**config.mk**
```make
export PLATFORM = sky130hd
export DESIGN_NAME = conv_ctrl
export DESIGN_NICKNAME = d
export VERILOG_FILES = /design/src/rtl/conv_ctrl.sv
export SDC_FILE = /design/constraint.sdc
export NUM_CORES = 1
export LEC_CHECK = 0
export ABC_AREA = 1
export BUFFER_PORTS_ARGS = -buffer_cell sky130_fd_sc_hd__buf_4
export CORE_ASPECT_RATIO = 0.5
export CORE_MARGIN = 1
export CORE_UTILIZATION = 50
export DETAILED_ROUTE_END_ITERATION = 12
export GPL_TIMING_DRIVEN = 0
export PLACE_DENSITY = 0.72
export SLEW_MARGIN = 5
export SYNTH_ARGS = -nofsm -noshare
export SYNTH_HDL_FRONTEND = slang
export SYNTH_SLANG_ARGS = --single-unit
```
**constraint.sdc**
```tcl
create_clock -name clk -period 2.7 [get_ports clk]
set_input_delay 0 -clock clk [delete_from_list [all_inputs] [get_ports clk]]
set_output_delay 0 -clock clk [all_outputs]
set_load 0.01 [all_outputs]
```
**src/rtl/conv_ctrl.sv**
```systemverilog
// conv_ctrl: sequences kernel load, sample streaming and result write-back for the 1D conv core.
// start -> ker_rd_en 1 cycle, -> data_rd_en 1+KERNEL_LEN; CONV_CTRL_ZERO_PAD_EN selects full (padded) convolution.
module conv_ctrl #(
  parameter int DATA_W     = 32,
  parameter int KERNEL_LEN = 4,
  parameter int ADDR_W     = 10
) (
  input  logic              clk,
  input  logic              reset,
  input  logic              start,
  input  logic [ADDR_W:0]   sig_len,
  output logic              busy,
  output logic              done,
  output logic              err,
  output logic              ker_rd_en,
  output logic [ADDR_W-1:0] ker_addr,
  output logic              data_rd_en,
  output logic [ADDR_W-1:0] data_addr,
  output logic              core_ker_vld,
  output logic              core_din_vld,
  output logic              core_din_zero,
  input  logic              res_valid,
  output logic              out_wr_en,
  output logic [ADDR_W-1:0] out_addr
);

  localparam int CW = ADDR_W + 1;
  localparam logic [CW-1:0] KL    = CW'(KERNEL_LEN);
  localparam logic [CW-1:0] MAX_N = CW'(1) << ADDR_W;

  if (KERNEL_LEN < 2 || DATA_W < 1) begin : g_param_check
    $error("conv_ctrl: KERNEL_LEN must be >= 2 and DATA_W >= 1");
  end

`ifdef CONV_CTRL_ZERO_PAD_EN
  typedef enum logic [2:0] {S_IDLE, S_LOAD_K, S_STREAM, S_PAD, S_DRAIN, S_FINISH} state_t;
`else
  typedef enum logic [2:0] {S_IDLE, S_LOAD_K, S_STREAM, S_DRAIN, S_FINISH} state_t;
`endif

  state_t        state, state_nxt;
  logic [CW-1:0] cnt, cnt_nxt;
  logic [CW-1:0] n_len, m_len, m_new;
  logic [CW-1:0] out_cnt;
  logic          legal, accept, reject, pad_now, counting;

`ifdef CONV_CTRL_ZERO_PAD_EN
  assign legal = (sig_len != '0) && (sig_len <= MAX_N);
  assign m_new = sig_len + KL - CW'(1);
`else
  assign legal = (sig_len >= KL) && (sig_len <= MAX_N);
  assign m_new = sig_len - KL + CW'(1);
`endif

  always_comb begin
    counting = 1'b0;
    case (state)
      S_STREAM, S_DRAIN: counting = 1'b1;
`ifdef CONV_CTRL_ZERO_PAD_EN
      S_PAD:             counting = 1'b1;
`endif
      default:           counting = 1'b0;
    endcase
  end

  assign out_wr_en = res_valid && counting && (out_cnt < m_len);
  assign out_addr  = out_wr_en ? out_cnt[ADDR_W-1:0] : '0;
  assign ker_addr  = ker_rd_en ? cnt[ADDR_W-1:0] : '0;
  assign data_addr = data_rd_en ? cnt[ADDR_W-1:0] : '0;
  assign busy      = (state != S_IDLE);
  assign done      = (state == S_FINISH);

  always_comb begin
    state_nxt  = state;
    cnt_nxt    = cnt;
    ker_rd_en  = 1'b0;
    data_rd_en = 1'b0;
    pad_now    = 1'b0;
    accept     = 1'b0;
    reject     = 1'b0;
    case (state)
      S_IDLE: begin
        if (start) begin
          if (legal) begin
            accept    = 1'b1;
            cnt_nxt   = '0;
            state_nxt = S_LOAD_K;
          end else begin
            reject = 1'b1;
          end
        end
      end
      S_LOAD_K: begin
        ker_rd_en = 1'b1;
        if (cnt == KL - CW'(1)) begin
          cnt_nxt   = '0;
          state_nxt = S_STREAM;
        end else begin
          cnt_nxt = cnt + CW'(1);
        end
      end
      S_STREAM: begin
        data_rd_en = 1'b1;
        if (cnt == n_len - CW'(1)) begin
          cnt_nxt = '0;
`ifdef CONV_CTRL_ZERO_PAD_EN
          state_nxt = S_PAD;
`else
          state_nxt = S_DRAIN;
`endif
        end else begin
          cnt_nxt = cnt + CW'(1);
        end
      end
`ifdef CONV_CTRL_ZERO_PAD_EN
      S_PAD: begin
        pad_now = 1'b1;
        if (cnt == KL - CW'(2)) begin
          cnt_nxt   = '0;
          state_nxt = S_DRAIN;
        end else begin
          cnt_nxt = cnt + CW'(1);
        end
      end
`endif
      S_DRAIN: begin
        // a write landing this cycle completes the set, so leave without an extra wait cycle
        if ((out_cnt == m_len) || (out_wr_en && (out_cnt + CW'(1)) == m_len))
          state_nxt = S_FINISH;
      end
      S_FINISH: state_nxt = S_IDLE;
      default:  state_nxt = S_IDLE;
    endcase
  end

  always_ff @(posedge clk) begin
    if (reset) begin
      state        <= S_IDLE;
      cnt          <= '0;
      n_len        <= '0;
      m_len        <= '0;
      out_cnt      <= '0;
      err          <= 1'b0;
      core_ker_vld <= 1'b0;
      core_din_vld <= 1'b0;
    end else begin
      state        <= state_nxt;
      cnt          <= cnt_nxt;
      err          <= reject;
      // memory read data arrives one cycle after the strobe, so core strobes follow by one
      core_ker_vld <= ker_rd_en;
      core_din_vld <= data_rd_en | pad_now;
      if (accept) begin
        n_len   <= sig_len;
        m_len   <= m_new;
        out_cnt <= '0;
      end else if (out_wr_en) begin
        out_cnt <= out_cnt + CW'(1);
      end
    end
  end

`ifdef CONV_CTRL_ZERO_PAD_EN
  always_ff @(posedge clk) begin
    if (reset) core_din_zero <= 1'b0;
    else       core_din_zero <= pad_now;
  end
`else
  assign core_din_zero = 1'b0;
`endif

endmodule

```
==> flow_summary.ini <==
[die]
die_height_um = 60.9
die_width_um = 120
core_region_area_mm2 = 0.00670
placement_rows = 21
start_util_pct = 51.7
boundaryPins = 54
fp.dieArea_mm2 = 0.00728

[final_layout]
finish.utilization_pct = 61.7
design.final.nets = 640
final_design_area_no_fill_mm2 = 0.00414
layout_cells_excl_fill = 701
final_layout_size_suffix_gt1_share_pct = 13.6
num_antenna_cells = 0
syn2layout_area_growth_pct = 19.4

[placed_design]
dpl.cell_count = 691
numPortBuffers = 52
hpwlAfterDp_um = 6640
place.gp.congestion = 0.881
placedInstanceArea_mm2 = 0.00397

[sta]
timing.setup.tns_ps = 0
hold_violations = 0
tightest_slew_ps = 485
fmax_ghz = 0.411
min_period_ps = 2430
finalClockSkew_ps = 6.93
worst_hold_slack_ps = 15.1
maxSlewHeadroom_pct = 67.3
drv_slew = 0
period_share_pct = 90.0
setup_repair_after_global_routing_missed_its_margin = no
timing.final.setup_violations = 0

[cts]
clk_path_buf_depth = 2
cts_tree = built
postCtsSetupBuffers = 0
clk_transition_reported_paths_ps = 60
clock_insertion_delay_at_the_later_pin_of_the_skew_report_ps = 300
cts_root_buffer = sky130_fd_sc_hd__clkbuf_16
tritoncts_num_sinks = 50
cts.htree.levels = 2
tritoncts.num_buffers = 5

[synthesis]
post_synthesis_async_set_or_reset_flop_share_pct = 0
netlist_area_mm2 = 0.00346
yosys_warnings = 0
gate_count_of_the_mapped_netlist = 547
synth.net_count = 578
synth_largest_area_cell = sky130_fd_sc_hd__dfxtp_1
ys_types = 43
synth_top_area_share_pct = 28.9
ys.flop_type = sky130_fd_sc_hd__dfxtp_1
ys_ff_latch = 50
sequential_to_total_area_share_from_yosys_stat_pct = 28.9
post_synth_main_area_contributors = sky130_fd_sc_hd__dfxtp_1, sky130_fd_sc_hd__nand2_1, sky130_fd_sc_hd__nor2_1
synth-edff-count = 0
synthesis.area_per_instance_um2 = 6.33

[pwr]
powerDensity_mw_per_mm2 = 724
max-vdd-ir-drop_uv = 340
power.leakage_nw = 1.98

[status]
violations = DRC
outcome = finished with violations

[worst_setup_path]
worstPathMaxFanout = 10
required_ps = 2700
crit_path_end_kind = output port
criticalPathCategory = flop to output port
worstPathArrival_ps = 2430
crit_path_start_kind = flop

[detailed_routing]
remaining_drc_errors = 2
vias_per_cell = 5.03
route.antenna.remaining_nets = 0
routed_wl_um = 8520
violation_count_after_the_first_detailed_route_iteration = 232
avgRoutedWirePerCell_um = 12.2
number_of_vias_after_detailed_routing = 3527
drt_pass1_iterations = 8

[global_routing]
global_route_total_usage_across_every_layer_pct = 25.0
antenna_found_initial = 0
first_global_vias = 3065
grt-ovfl-total = 0
grt_start_max_net_pins = 15
grt_first_pass_wirelength_um = 14400

[run]
drv.max_cap_violation_count = 0

[min_path]
hp_class = primary input to flop
[sequential cells by signal, summed over array words and instances (netlist names)]
| register | flops |
|---|---|
| out_cnt | 11 |
| cnt | 11 |
| err | 1 |
| state | 3 |
| m_len | 11 |
| core_ker_vld | 1 |
| n_len | 11 |
| core_din_vld | 1 |
[worst paths after layout]
check / cells after the start / end / startpoint / slack, ps
hold reg to reg: 2 / n_len[1] / n_len[1] / 480
setup / recovery: 10 / out_addr[3] / m_len[9] / 270
hold / removal: 3 / n_len[8] / sig_len[8] / 20
setup reg to reg: 15 / cnt[0] / n_len[0] / 520
[layer usage]
layer  track usage (%)  up-vias  routed length (um)
met4              5.00        0                  36
li1                  -     1888                   -
met1              34.1     1577                4400
met3              4.23        5                 301
met5                 0        -                   0
met2              42.4       57                3790
[cells in the mapped netlist (2+ instances only)]
cell type / instances
sky130_fd_sc_hd__nor4_1: 4
sky130_fd_sc_hd__dfxtp_1: 50
sky130_fd_sc_hd__o21ai_1: 3
sky130_fd_sc_hd__inv_1: 80
sky130_fd_sc_hd__clkbuf_1: 6
sky130_fd_sc_hd__o22ai_1: 10
sky130_fd_sc_hd__nand2_1: 119
sky130_fd_sc_hd__a31oi_1: 2
sky130_fd_sc_hd__nor3b_1: 2
sky130_fd_sc_hd__xor2_1: 15
sky130_fd_sc_hd__a21oi_1: 29
sky130_fd_sc_hd__ha_1: 16
sky130_fd_sc_hd__nor2_1: 83
sky130_fd_sc_hd__nand3b_1: 2
sky130_fd_sc_hd__buf_2: 2
sky130_fd_sc_hd__nor3_1: 7
sky130_fd_sc_hd__xnor2_1: 5
sky130_fd_sc_hd__nand4_1: 6
sky130_fd_sc_hd__nor2_2: 7
sky130_fd_sc_hd__a211oi_1: 10
sky130_fd_sc_hd__buf_4: 3
sky130_fd_sc_hd__o21ai_0: 23
sky130_fd_sc_hd__nand3_1: 43
[cell families after synthesis]
group	count (synthesis)	share of synthesized area, %
simple gates	282	35.5
buf+inv	96	11.1
compound gates	82	13.6
flops	50	28.9
xor+xnor	20	5.06
fa+ha+maj	16	5.78
other cells	1	0.108
[cell usage in the layout (no fill, tap or decap), types with 15 or more instances in the layout]
cell,count
sky130_fd_sc_hd__nor2_1,83
sky130_fd_sc_hd__a21oi_1,29
sky130_fd_sc_hd__buf_4,55
sky130_fd_sc_hd__nand2_1,119
sky130_fd_sc_hd__xor2_1,15
sky130_fd_sc_hd__dfxtp_1,50
sky130_fd_sc_hd__ha_1,16
sky130_fd_sc_hd__inv_1,80
sky130_fd_sc_hd__nand3_1,43
sky130_fd_sc_hd__o21ai_0,23
[what timing repair did]
item                                   in CTS  in global routing
hold buffers                                3                  0
setup endpoints to repair                   0                 10
endpoints found under the hold margin       6                  0
gates resized for setup                     0                  2
[metrics by stage]
step | power (mW) | worst slack, ps
floorplan | 2.01 | 875
global placement | 2.36 | 428
detailed placement | 2.38 | 441
CTS | 3.00 | 104
global route | 3.28 | 24.9
finish | 2.99 | 269
[worst max-delay path, cell delays in order (launching register included)]
cell	delay, ps
sky130_fd_sc_hd__dfxtp_1	360
sky130_fd_sc_hd__inv_1	90
sky130_fd_sc_hd__ha_1	280
sky130_fd_sc_hd__nand2_1	80
sky130_fd_sc_hd__nor2_1	170
sky130_fd_sc_hd__nand3_1	90
sky130_fd_sc_hd__nand3_1	210
sky130_fd_sc_hd__clkbuf_2	280
sky130_fd_sc_hd__clkbuf_1	340
sky130_fd_sc_hd__nor2_1	80
sky130_fd_sc_hd__buf_4	150
[where the power goes]
| part | internal (mW) | switching [mW] |
|---|---|---|
| Combinational | 0.508 | 0.895 |
| Sequential | 0.857 | 0.118 |
| Clock | 0.335 | 0.279 |
| Total | 1.70 | 1.29 |
[layout make-up]
type | count | area (um2)
plain buffers | 14 | 76.3
inverters | 82 | 308
repair buffers | 55 | 420
multi-input cells | 401 | 2080
flip-flops and latches | 50 | 1000
clock inverters | 2 | 10.0
clock buffers | 5 | 125
well taps | 92 | 115
fillers | 686 | 2560
(Power assumes the default switching activity.)
